`config.mk`:
```
export PLATFORM = sky130hd
export DESIGN_NAME = memory
export DESIGN_NICKNAME = d
export VERILOG_FILES = /design/src/rtl/common_pkg.sv /design/src/rtl/pipes_pkg.sv /design/src/rtl/memdata_align.sv /design/src/rtl/memory.sv
export SDC_FILE = /design/constraint.sdc
export NUM_CORES = 1
export LEC_CHECK = 0
export CORE_AREA = 2 2 238 240
export CTS_CLUSTER_SIZE = 10
export DETAILED_ROUTE_END_ITERATION = 8
export DIE_AREA = 0 0 240 242
export GPL_TIMING_DRIVEN = 0
export MAX_ROUTING_LAYER = met4
export PLACE_DENSITY = 0.61
export SLEW_MARGIN = 5
export SYNTH_ARGS = -nofsm -noshare
export SYNTH_HDL_FRONTEND = slang
export SYNTH_SLANG_ARGS = --single-unit
```
`constraint.sdc`:
```
create_clock -name clk -period 5.59 [get_ports clk]
set_input_delay 1.677 -clock clk [delete_from_list [all_inputs] [get_ports clk]]
set_output_delay 1.677 -clock clk [all_outputs]
set_load 0.005 [all_outputs]
```
`src/rtl/common_pkg.sv`:
```
`default_nettype none
// ============================================================================
// Package     : common
// Description : Machine width and data-bus request/response types.
// Revision    : 1.0
// ============================================================================
package common;

    localparam int XLEN = 64;

    typedef logic [XLEN-1:0] word_t;
    typedef logic [XLEN-1:0] addr_t;
    typedef logic [2:0]      msize_t;
    typedef logic [7:0]      strobe_t;

    typedef struct packed {
        logic    valid;
        addr_t   addr;
        msize_t  size;
        strobe_t strobe;
        word_t   data;
    } dbus_req_t;

    typedef struct packed {
        logic  addr_ok;
        logic  data_ok;
        word_t data;
    } dbus_resp_t;

endpackage
`default_nettype wire

```
`src/rtl/pipes_pkg.sv`:
```
`default_nettype none
// ============================================================================
// Package     : pipes
// Description : Decoded ops, stage payload structs, memory FSM states and
//               access size/strobe constants with small decode helpers.
// Revision    : 1.0
// ============================================================================
package pipes;
    import common::*;

    typedef enum logic [4:0] {
        UNKNOWN, ADD, SUB, AND, OR, XOR,
        LB, LH, LW, LD, LBU, LHU, LWU,
        SB, SH, SW, SD
    } decoded_op_t;

    typedef enum logic [1:0] {
        IDLE = 2'd0,
        BUSY = 2'd1,
        DONE = 2'd2
    } mem_state_t;

    localparam msize_t  c_size_byte   = 3'd0;
    localparam msize_t  c_size_half   = 3'd1;
    localparam msize_t  c_size_word   = 3'd2;
    localparam msize_t  c_size_double = 3'd3;

    localparam strobe_t c_strobe_byte   = 8'h01;
    localparam strobe_t c_strobe_half   = 8'h03;
    localparam strobe_t c_strobe_word   = 8'h0F;
    localparam strobe_t c_strobe_double = 8'hFF;

    typedef struct packed {
        addr_t       pc;
        logic [31:0] instruction;
        decoded_op_t op;
        logic        jump;
        logic        regwrite;
        logic [4:0]  dst;
        word_t       aluout;
        word_t       memdata;
    } execute_data_t;

    typedef struct packed {
        addr_t       pc;
        logic [31:0] instruction;
        decoded_op_t op;
        logic        jump;
        logic        regwrite;
        logic [4:0]  dst;
        word_t       regdata;
    } memory_data_t;

    function automatic logic is_load(decoded_op_t op);
        return op inside {LB, LH, LW, LD, LBU, LHU, LWU};
    endfunction

    function automatic logic is_store(decoded_op_t op);
        return op inside {SB, SH, SW, SD};
    endfunction

    function automatic msize_t op_size(decoded_op_t op);
        case (op)
            LB, LBU, SB: return c_size_byte;
            LH, LHU, SH: return c_size_half;
            LW, LWU, SW: return c_size_word;
            default:     return c_size_double;
        endcase
    endfunction

    function automatic strobe_t size_strobe(msize_t size);
        case (size)
            c_size_byte: return c_strobe_byte;
            c_size_half: return c_strobe_half;
            c_size_word: return c_strobe_word;
            default:     return c_strobe_double;
        endcase
    endfunction

    // Low address bits that must be zero for a naturally aligned access.
    function automatic logic [2:0] size_align_mask(msize_t size);
        case (size)
            c_size_byte: return 3'b000;
            c_size_half: return 3'b001;
            c_size_word: return 3'b011;
            default:     return 3'b111;
        endcase
    endfunction

endpackage
`default_nettype wire

```
`src/rtl/memdata_align.sv`:
```
`default_nettype none
// ============================================================================
// Module      : memdata_align
// Description : Combinational store lane alignment and load byte extraction
//               with sign/zero extension.
// Revision    : 1.0
// ============================================================================
module memdata_align
    import common::*;
    import pipes::*;
(
    input  decoded_op_t op,
    input  logic [2:0]  offset,
    input  word_t       store_data,
    input  word_t       load_data,
    output msize_t      size,
    output strobe_t     strobe,
    output word_t       wdata,
    output word_t       rdata
);

    word_t w_shifted;

    always_comb begin
        size      = op_size(op);
        strobe    = size_strobe(size) << offset;
        wdata     = store_data << {offset, 3'b000};
        w_shifted = load_data >> {offset, 3'b000};
        case (op)
            LB:      rdata = {{56{w_shifted[7]}},  w_shifted[7:0]};
            LBU:     rdata = {56'd0,               w_shifted[7:0]};
            LH:      rdata = {{48{w_shifted[15]}}, w_shifted[15:0]};
            LHU:     rdata = {48'd0,               w_shifted[15:0]};
            LW:      rdata = {{32{w_shifted[31]}}, w_shifted[31:0]};
            LWU:     rdata = {32'd0,               w_shifted[31:0]};
            default: rdata = w_shifted;
        endcase
    end

endmodule
`default_nettype wire

```
`src/rtl/memory.sv`:
```
`default_nettype none
// ============================================================================
// Module      : memory
// Description : Memory pipeline stage; issues one data-bus access per load or
//               store through an IDLE/BUSY/DONE handshake. Optional macro
//               MEM_MISALIGN_CHECK_EN rejects misaligned accesses.
// Revision    : 1.0
// ============================================================================
module memory
    import common::*;
    import pipes::*;
(
    input  logic          clk,
    input  logic          reset,
    input  execute_data_t dataE,
    output memory_data_t  dataM,
    output dbus_req_t     dreq,
    input  dbus_resp_t    dresp,
    output logic          stallM,
    output logic          misalignM
);

    mem_state_t state_q, state_d;
    addr_t      addr_q, addr_d;
    msize_t     size_q, size_d;
    strobe_t    strobe_q, strobe_d;
    word_t      wdata_q, wdata_d;
    word_t      rdata_q, rdata_d;

    logic       w_is_mem;
    logic       w_misalign;
    logic [2:0] w_offset;
    msize_t     w_size;
    strobe_t    w_strobe;
    word_t      w_wdata;
    word_t      w_load;
    logic       w_unused_addr_ok;

    assign w_is_mem         = is_load(dataE.op) || is_store(dataE.op);
    assign w_offset         = (state_q == DONE) ? addr_q[2:0] : dataE.aluout[2:0];
    assign w_unused_addr_ok = dresp.addr_ok;

    memdata_align u_align (
        .op         (dataE.op),
        .offset     (w_offset),
        .store_data (dataE.memdata),
        .load_data  (rdata_q),
        .size       (w_size),
        .strobe     (w_strobe),
        .wdata      (w_wdata),
        .rdata      (w_load)
    );

`ifdef MEM_MISALIGN_CHECK_EN
    assign w_misalign = w_is_mem && ((dataE.aluout[2:0] & size_align_mask(w_size)) != 3'b000);
`else
    assign w_misalign = 1'b0;
`endif

    always_comb begin
        state_d  = state_q;
        addr_d   = addr_q;
        size_d   = size_q;
        strobe_d = strobe_q;
        wdata_d  = wdata_q;
        rdata_d  = rdata_q;

        dataM.pc          = dataE.pc;
        dataM.instruction = dataE.instruction;
        dataM.op          = dataE.op;
        dataM.jump        = dataE.jump;
        dataM.regwrite    = dataE.regwrite;
        dataM.dst         = dataE.dst;
        dataM.regdata     = dataE.aluout;
        stallM            = 1'b0;
        misalignM         = 1'b0;

        case (state_q)
            IDLE: begin
                if (w_is_mem) begin
                    dataM.regwrite = 1'b0;
                    if (w_misalign) begin
                        misalignM = 1'b1;
                    end else begin
                        stallM   = 1'b1;
                        addr_d   = dataE.aluout;
                        size_d   = w_size;
                        strobe_d = w_strobe;
                        wdata_d  = w_wdata;
                        state_d  = BUSY;
                    end
                end
            end
            BUSY: begin
                stallM         = 1'b1;
                dataM.regwrite = 1'b0;
                if (dresp.data_ok) begin
                    rdata_d = dresp.data;
                    state_d = DONE;
                end
            end
            DONE: begin
                // dataE is still the op that was issued: upstream held it.
                if (is_store(dataE.op)) begin
                    dataM.regwrite = 1'b0;
                end else if (is_load(dataE.op)) begin
                    dataM.regdata = w_load;
                end
                state_d = IDLE;
            end
            default: state_d = IDLE;
        endcase
    end

    always_comb begin
        dreq.valid  = (state_q == BUSY);
        dreq.addr   = addr_q;
        dreq.size   = size_q;
        dreq.strobe = strobe_q;
        dreq.data   = wdata_q;
    end

    always_ff @(posedge clk) begin
        if (reset) begin
            state_q  <= IDLE;
            addr_q   <= '0;
            size_q   <= '0;
            strobe_q <= '0;
            wdata_q  <= '0;
            rdata_q  <= '0;
        end else begin
            state_q  <= state_d;
            addr_q   <= addr_d;
            size_q   <= size_d;
            strobe_q <= strobe_d;
            wdata_q  <= wdata_d;
            rdata_q  <= rdata_d;
        end
    end

endmodule
`default_nettype wire

```
==> results of run 1 <==
## final timing paths
kind,startpoint,end,slack [ns],depth (start not counted)
setup / recovery,dataE[65],dataM[55],-0.02,11
hold / removal,addr_q[30]$_SDFFE_PP0P_,addr_q[30]$_SDFFE_PP0P_,0.45,2
setup reg to reg,state_q[1]$_SDFFE_PP0P_,wdata_q[47]$_SDFFE_PP0P_,2.69,9
hold reg to reg,addr_q[30]$_SDFFE_PP0P_,addr_q[30]$_SDFFE_PP0P_,0.45,2
## routing by layer
layer  wire (um)  part of all wire
met1       33210              0.44
met2       35160              0.47
met3        5032             0.067
met4        1687             0.022
met5           0                 0
## power groups by stage
stage	registers (mW)	logic (mW)	clock network (mW)
2_1_floorplan	1.64	0.570	0
3_3_place_gp	1.66	1.33	0
3_5_place_dp	1.66	1.33	0
4_1_cts	1.63	1.38	1.78
5_1_grt	1.64	1.49	1.83
6_report	1.63	1.40	1.75
## layout make-up
cell class              instances  area share
repair buffers                539      0.2624
inverters                      10    0.001959
clock buffers                  37     0.03734
multi-input cells            1264      0.3599
flip-flops and latches        204      0.1998
well taps                     756     0.04627
plain buffers                 251     0.08722
clock inverters                 6    0.005141
## timing repair
action	in CTS	in global routing
pin swaps	18	7
setup buffers	20	10
endpoints found under the setup margin	66	38
resized for setup	265	48
gates cloned	2	0
## cell usage after synthesis, types with 16 or more instances
cell / n / share of area
sky130_fd_sc_hd__nand2_1: 472 / 0.14
sky130_fd_sc_hd__dfxtp_1: 204 / 0.33
sky130_fd_sc_hd__a21oi_1: 198 / 0.079
sky130_fd_sc_hd__nor2_1: 126 / 0.038
sky130_fd_sc_hd__buf_4: 115 / 0.069
sky130_fd_sc_hd__nand3_1: 95 / 0.038
sky130_fd_sc_hd__mux2i_1: 73 / 0.059
sky130_fd_sc_hd__clkbuf_1: 72 / 0.022
sky130_fd_sc_hd__a31oi_1: 57 / 0.029
sky130_fd_sc_hd__buf_2: 53 / 0.021
sky130_fd_sc_hd__o21ai_0: 33 / 0.013
sky130_fd_sc_hd__nor3_1: 21 / 0.0084
sky130_fd_sc_hd__a311oi_1: 20 / 0.014
sky130_fd_sc_hd__a211oi_1: 18 / 0.011
sky130_fd_sc_hd__mux4_2: 16 / 0.029
## flip-flops by register name, indices dropped and copies added, names as in the netlist
name	flops
state_q	2
strobe_q	8
rdata_q	64
addr_q	64
wdata_q	64
size_q	2
## per-stage QoR
step / power (mW) / hold WS [ns]
after floorplan: 2.208 / 0.4366
after global placement: 2.986 / 0.4400
after detailed placement: 2.991 / 0.4470
after CTS: 4.792 / 0.4551
after global routing: 4.958 / 0.4668
final: 4.785 / 0.4518
## cells by family after synthesis
family,Yosys count,synth area share
fa+ha+maj,5,0.005016
buf+inv,266,0.1260
simple gates,772,0.2598
xor+xnor,1,0.0007024
other cells,1,0.0003007
mux,94,0.09199
compound gates,390,0.1887
flops,204,0.3274
## worst max-delay path, cell delays in order
cell	delay [ns]
sky130_fd_sc_hd__clkbuf_4	0.20
sky130_fd_sc_hd__nor2_1	0.08
sky130_fd_sc_hd__clkbuf_4	0.19
sky130_fd_sc_hd__mux2_4	0.32
sky130_fd_sc_hd__o21ai_2	0.08
sky130_fd_sc_hd__o2111ai_2	0.23
sky130_fd_sc_hd__a32oi_4	0.28
sky130_fd_sc_hd__buf_12	0.16
sky130_fd_sc_hd__buf_6	0.15
sky130_fd_sc_hd__a31oi_1	0.09
sky130_fd_sc_hd__clkdlybuf4s50_1	0.46
## cells in the final DEF, fill, tap and decap left out, types with 10 or more instances in the layout
cell type	n
sky130_fd_sc_hd__a211oi_1	17
sky130_fd_sc_hd__a21oi_1	187
sky130_fd_sc_hd__a21oi_2	10
sky130_fd_sc_hd__a22o_1	10
sky130_fd_sc_hd__a311oi_1	17
sky130_fd_sc_hd__a31oi_1	40
sky130_fd_sc_hd__a31oi_2	10
sky130_fd_sc_hd__buf_2	40
sky130_fd_sc_hd__buf_4	146
sky130_fd_sc_hd__buf_6	18
sky130_fd_sc_hd__clkbuf_1	49
sky130_fd_sc_hd__clkbuf_16	27
sky130_fd_sc_hd__clkbuf_8	15
sky130_fd_sc_hd__clkdlybuf4s50_1	446
sky130_fd_sc_hd__dfxtp_1	204
sky130_fd_sc_hd__dlygate4sd2_1	35
sky130_fd_sc_hd__dlymetal6s2s_1	11
sky130_fd_sc_hd__mux2i_1	65
sky130_fd_sc_hd__mux4_2	16
sky130_fd_sc_hd__nand2_1	471
sky130_fd_sc_hd__nand2b_1	14
sky130_fd_sc_hd__nand3_1	90
sky130_fd_sc_hd__nand3b_1	12
sky130_fd_sc_hd__nor2_1	124
sky130_fd_sc_hd__nor3_1	19
sky130_fd_sc_hd__o21ai_0	21
sky130_fd_sc_hd__o21ai_2	11
sky130_fd_sc_hd__o2bb2ai_1	14
==> impl.org, run 1 <==
** Run status
- Result of the run :: complete, but fails checks
- The final reports fail on negative setup slack.

** Global routing
- Entering global routing, the biggest net connects 13 pins.
- In the global route stage, met1 resource usage came out at 0.3347.
- Most used routing layer :: met2
- The first global-routing pass estimated 105.1 mm of wire.
- Vias in the first global route :: 14.56k
- For this run, the total global-route usage over all layers was measured as 0.2547.
- Total congestion overflow after global routing :: 0
- For this run, global-route usage on met2 was measured as 0.4071.
- Met3 Track Usage GR :: 0.04068
- The initial antenna violation count came to 1.

** Placement
- Worst setup slack before clock tree synthesis :: -2.066 ns
- Cell area reported after detailed placement :: 0.01850 mm^2
- HPWL after detailed placement :: 61.87 mm
- The congestion estimate from routability-driven global placement came to 0.9630.
- Placed cells :: 2997
- The count of buffers added on input and output ports is 507.

** Logic synthesis
- Register area share after synthesis :: 0.3274
- After synthesis, the netlist uses 57 different library cells.
- In the synthesized netlist, the number of instances is 1733.
- In this run the mean area of a mapped cell was 7.197 um^2.
- EDFF count, synth :: 0
- The most used flip-flop cell after synthesis is sky130_fd_sc_hd__dfxtp_1.
- Yosys warnings :: 0
- Async set-reset flop share out of synthesis :: 0
- Summing every instance area after synthesis gives 0.01247 mm^2.
- Synthesis-stage register bit count :: 204

** Detailed routing
- In the final routed layout, each cell accounts on average for 24.48 um.
- The final layout contains routed wiring with a total length of 75.09 mm.
- In this run, the number of DRC markers left after iteration 0 of detailed routing was 1086.
- Remaining number of nets flagged by the antenna check after routing :: 0
- DRC violation count after routing :: 0
- Total iterations of the first detailed-routing run :: 6
- Dividing the detail-routed via count by the number of cells gives 4.877.
- Detailed routing inserted a total of 14.96k vias.

** Die
- After floorplanning, the core was divided into 87 placement rows.
- Effective utilization at floorplan :: 0.2238
- 618 I/O pins were placed.
- Core area :: 0.05573 mm^2
- The floorplan step defined a die boundary enclosing 0.05808 mm^2.
- Height of the die :: 242 um
- In this run the horizontal extent of the chip is 240 um.

** Clock tree
- Clock insertion delay at the later pin of the skew report :: 0.56 ns
- After clock tree synthesis, the flow added hold-fix buffers numbering 0.
- Clock Root Buffer :: sky130_fd_sc_hd__clkbuf_16
- TritonCTS built the clock tree.
- Longest Clk Path Bufs :: 3
- Clock slew seen by the registers of the worst setup and hold paths :: 0.05 ns
- The clock net in this run drives a total of 204 sinks.
- Clock tree synthesis inserted a total of 27 buffers.
- Depth of the CTS H-tree :: 1

** Layout
- Net count reported at finish :: 2606
- Multi-input gate area in the final layout :: 0.007357 mm^2
- Area Growth Syn to Fin :: 63.90%
- Fill cell total of the finished layout :: 5983
- Register area :: 0.004084 mm^2
- Diodes inserted :: 0
- Of the cells placed in the final design, the portion with a size suffix greater than 1 is 0.1722.
- Measured on the finished design, the core utilization comes to 0.3668.
- The finished cells cover 0.02044 mm^2.
- Once layout is complete, the cells apart from fillers number 3067.

** Timing
- Post-layout min period :: 5.613 ns
- Post-route clock skew :: 0.02210 ns
- Setup TNS after final layout :: -0.04226 ns
- Final worst-path setup slack :: -0.02296 ns
- Timing would allow up to 178.2 MHz.
- The max-slew violation total from the final report was 0.
- Slew @ Worst Pin :: 1.222 ns
- Setup violations remaining at the end of the flow were counted as 2.
- Rel. slew slack :: 0.1823
- Number of endpoints with negative hold slack in the final report :: 0
- Setup repair after global routing could not meet its margin everywhere.
- In the finished design, the share of the clock period the worst path needs comes to 1.004.

** Power and ir drop
- Of the total power, the clock network draws 0.366.
- P_leak :: 7.688 nW
- Across the VDD grid, the largest voltage drop is 194.1 uV.
- Relative contribution of combinational cells to total power :: 0.293
- Of the total power, the share spent switching nets is 0.3133.
- Power spread over the standard cell area amounts to 234.1 mW/mm^2.
- Summed over all nets, the switching power comes to 1.499 mW.
- Relative contribution of sequential cells to total power :: 0.341
- Cell internal power was estimated by the tool at 3.286 mW.

** Run
- Max-cap violations in this run came to 0.

** Worst setup path
- The worst setup path is captured at a primary output.
- The worst setup path is of the in2out kind.
- Arrival time of the worst setup path :: 3.94 ns
- Of all nets on the critical path, the largest fanout is 10.
- The worst setup path is launched from a primary input.
- Data required time of the worst path :: 3.91 ns

** Hold path
- The path class of the tightest hold or removal check is reg2reg.
(Power assumes the default switching activity.)
==> inputs of run 2 (changes only) <==
--- a/config.mk
+++ b/config.mk
@@ -6,6 +6,7 @@
 export NUM_CORES = 1
 export LEC_CHECK = 0
 export CORE_AREA = 2 2 238 240
+export CTS_CLUSTER_DIAMETER = 150
 export CTS_CLUSTER_SIZE = 10
 export DETAILED_ROUTE_END_ITERATION = 8
 export DIE_AREA = 0 0 240 242
==> run 2 against run 1 <==
The run now ends clean; clock power fell by 19%; first-iteration DRC count rose by 2.1%; global-route usage barely moved; register-to-register slack got worse by 0.03 ns; sequential share of layout area rose by 0.19 points; non-clock buffer count fell by 1; largest cell class unchanged; highest routed layer unchanged.
==> impl.org, run 2 (synthesized netlist as in run 1, its figures left out) <==
** Worst setup path
- The largest individual stage delay along the critical path comes from the cell sky130_fd_sc_hd__clkdlybuf4s50_1.
- The worst setup path is launched from a primary input.
- CP max FO :: 10 (unchanged)
- Critical path endpoint category :: primary output
- Worst setup path startpoint :: dataE[64]
- The critical path goes through buf_4 > a21o_1 > buf_6 > buf_12 > buf_12 > buf_8 > nand2_1 > a311oi_2 > o21ai_2 > a31oi_1 > clkdlybuf4s50_1.
- Data required time of the worst path :: 3.91 ns (about the same)
- The arrival time at the worst endpoint was 3.87 ns (-0.07 ns).
- Path type of the worst setup path :: in2out
- Most frequent CP cell :: sky130_fd_sc_hd__buf_12
- The startpoint identified for the worst register-to-register timing path is state_q[1]$_SDFFE_PP0P_.
- The delay of the slowest cell on the worst path came to 0.52 ns (+0.06 ns).

** Die
- The y dimension of the die is 242 um (unchanged).
- Effective utilization at floorplan :: 0.2238 (unchanged)
- The standard-cell row count was 87 (unchanged).
- The total I/O pin count came to 618 (unchanged).
- The area of the placeable core was 0.05573 mm^2 (unchanged).
- The die outline width was 240 um (unchanged).
- Total die area :: 0.05808 mm^2 (unchanged)

** Detailed routing
- Violation count after the first detailed-route iteration :: 1109 (+2.1%)
- The average wire length per cell after detail routing came to 24.61 um (+0.52%).
- The count of TritonRoute iterations in the first routing pass came to 5 (-1).
- Remaining number of nets flagged by the antenna check after routing :: 0 (unchanged)
- Vias after detailed routing :: 14.89k (-0.43%)
- The vias per cell was 4.885 (+0.16%).
- DRC violation count after routing :: 0 (unchanged)
- Final WL :: 75.04 mm (about the same)

** Timing
- The setup slack after layout is 0.04378 ns (+0.06674 ns).
- Post-route clock skew :: 0.03244 ns (+0.01034 ns)
- The worst slew margin relative to its limit is 0.1754 (-0.006878).
- The final cycle utilization of the critical path was 0.9922 (-0.01194).
- The count of final setup violators came to 0 (-2).
- The highest attainable clock frequency was 180.3 MHz (+1.2%).
- Setup repair after global routing could not meet its margin everywhere.
- Number of endpoints with negative hold slack in the final report :: 0 (unchanged)
- The max-slew violation total from the final report is 0 (unchanged).
- The minimum period implied by the final worst setup slack is 5.546 ns (-0.06674 ns).
- Setup TNS after final layout :: 0 ns (+0.04226 ns)
- The slew at the pin closest to its max-slew limit is 1.232 ns (+0.01028 ns).
- Minimum hold slack :: 0.4539 ns (+0.002108 ns)

** Placement
- Number of I/O port buffers :: 507 (unchanged)
- The total placed instance area was 0.01850 mm^2 (unchanged).
- Routability congestion estimate from global placement :: 0.9630 (unchanged)
- HPWL after detailed placement :: 61.87 mm (unchanged)
- The count of placed standard cells including taps is 2997 (unchanged).
- The worst slack at placement was -2.066 ns (unchanged).

** Run status
- The run finished with clean final reports.

** Clock tree
- The CTS clock-pin slew for the worst setup and hold paths is 0.06 ns (about the same).
- Clock Root Buffer :: sky130_fd_sc_hd__clkbuf_16
- TritonCTS built the clock tree.
- Clock insertion delay at the later pin of the skew report :: 0.56 ns (about the same)
- The count of H-tree levels built during CTS is 1 (unchanged).
- The number of buffers inserted during clock tree synthesis came to 24 (-11%).
- The quantity of hold-fixing buffers added after cts is 0 (unchanged).
- The total clock sinks was 204 (unchanged).
- Longest Clk Path Bufs :: 3 (unchanged)

** Global routing
- Antenna violations before repair :: 0 (-1)
- The total global routing track utilization is 0.2545 (about the same).
- The pin count of the biggest net entering global routing was 12 (-1).
- The met3 global-route usage was 0.04170 (+0.001026).
- Routing usage on met1 :: 0.3342 (-0.0004899)
- The via count of the first global-routing pass was 14.56k (+0.0069%).
- In this run the most used layer during global routing was met2.
- The first-pass GRT wire length was 104.8 mm (-0.20%).
- The global routing met2 resource utilization came to 0.4049 (-0.002210).
- The overall overflow remaining after global route was 0 (unchanged).

** Layout
- Final design utilization :: 0.3634 (-0.003367)
- Cell Count, Final, Fillers Out :: 3049 (-0.59%)
- Leaving out fill and tap cells, the most frequent cell in the layout is sky130_fd_sc_hd__nand2_1.
- The library cells used most frequently in the layout, excluding fill and tap cells, are sky130_fd_sc_hd__nand2_1, sky130_fd_sc_hd__clkdlybuf4s50_1, sky130_fd_sc_hd__dfxtp_1, sky130_fd_sc_hd__a21oi_1, sky130_fd_sc_hd__buf_4.
- The area of all placed cells without fillers was 0.02025 mm^2 (-0.92%).
- The area taken by multi-input logic gates was 0.007382 mm^2 (+0.34%).
- The antenna diode instance count came to 0 (unchanged).
- Largest registers :: addr_q: 64 flops, rdata_q: 64 flops, wdata_q: 64 flops
- The number of filler instances in the final layout came to 5966 (-0.28%).
- Register area :: 0.004084 mm^2 (unchanged)
- The share of layout cells above drive strength 1 came to 0.1666 (-0.005626).
- Area Growth Syn to Fin :: 62.40%
- Net count reported at finish :: 2602 (-0.15%)

** Power and ir drop
- The sequential share of power is 0.367 (+0.026).
- The switching portion of total power came to 0.3266 (+0.01329).
- Relative contribution of combinational cells to total power :: 0.316 (+0.023)
- The internal portion of total power is 2.994 mW (-8.9%).
- The maximum ir drop on the vdd rail was 174.8 uV (-9.9%).
- P_leak :: 7.599 nW (-1.1%)
- The total net switching power came to 1.452 mW (-3.1%).
- Total power divided by cell area :: 219.5 mW/mm^2 (-6.2%)
- The part of the total power dissipated in the clock network was 0.318 (-0.048).
- Power after layout :: 4.446 mW (-7.1%)

** Hold path
- Start point of the worst hold path :: addr_q[38]$_SDFFE_PP0P_
- The min-delay analysis places its worst path in the category reg2reg.

** Run
- Max capacitance violation total :: 0 (unchanged)
==> run 2: cell count changes in the layout (fill, tap and decap cells not counted), moves of 3 or more <==
| cell | delta |
|---|---|
| sky130_fd_sc_hd__bufinv_16 | -3 |
| sky130_fd_sc_hd__clkbuf_8 | -7 |
| sky130_fd_sc_hd__dlygate4sd2_1 | -4 |
| sky130_fd_sc_hd__clkbuf_1 | -4 |
| sky130_fd_sc_hd__dlymetal6s2s_1 | +3 |
| sky130_fd_sc_hd__clkinv_2 | -3 |
| sky130_fd_sc_hd__clkdlybuf4s15_1 | +4 |
==> run 2: routing by layer <==
layer  share of wire  up-vias
li1                -     6961
met3           0.073      106
met1            0.44     7125
met4           0.027        0
met2            0.46      702
met5               0        -
==> run 2: critical path: cells and delay by family <==
family	cells	cell delay, ns
AOI/OAI and AO/OA	4	0.76
buffers and inverters	6	1.34
and+or+nand+nor	1	0.07
==> run 2: power groups by stage <==
| stage | clock network [mW] | registers [mW] | logic [mW] |
|---|---|---|---|
| global placement | 0 | 1.66 | 1.33 |
| CTS | 1.44 | 1.63 | 1.38 |
| floorplan | 0 | 1.64 | 0.570 |
| finish | 1.41 | 1.63 | 1.40 |
| detailed placement | 0 | 1.66 | 1.33 |
| global route | 1.49 | 1.64 | 1.49 |
==> run 2: timing repair <==
item,CTS,global route
pin swaps,18,10
gates resized for setup,261,63
cloned,2,0
setup endpoints to repair,66,40
buffers inserted,22,7
==> run 2: final timing paths <==
check	to	slack, ns	cells past startpoint
setup / recovery	dataM[25]	0.04	11
hold / removal	addr_q[38]$_SDFFE_PP0P_	0.45	2
setup reg to reg	wdata_q[47]$_SDFFE_PP0P_	2.66	9
hold reg to reg	addr_q[38]$_SDFFE_PP0P_	0.45	2
==> run 2: layout make-up <==
type	instances	share of cell area
multi-input combinational	1264	0.3645
timing repair buffer	538	0.2651
sequential	204	0.2016
buffer	251	0.08877
tap	756	0.04670
clock buffer	25	0.03089
inverter	10	0.001977
clock inverter	1	0.0004324
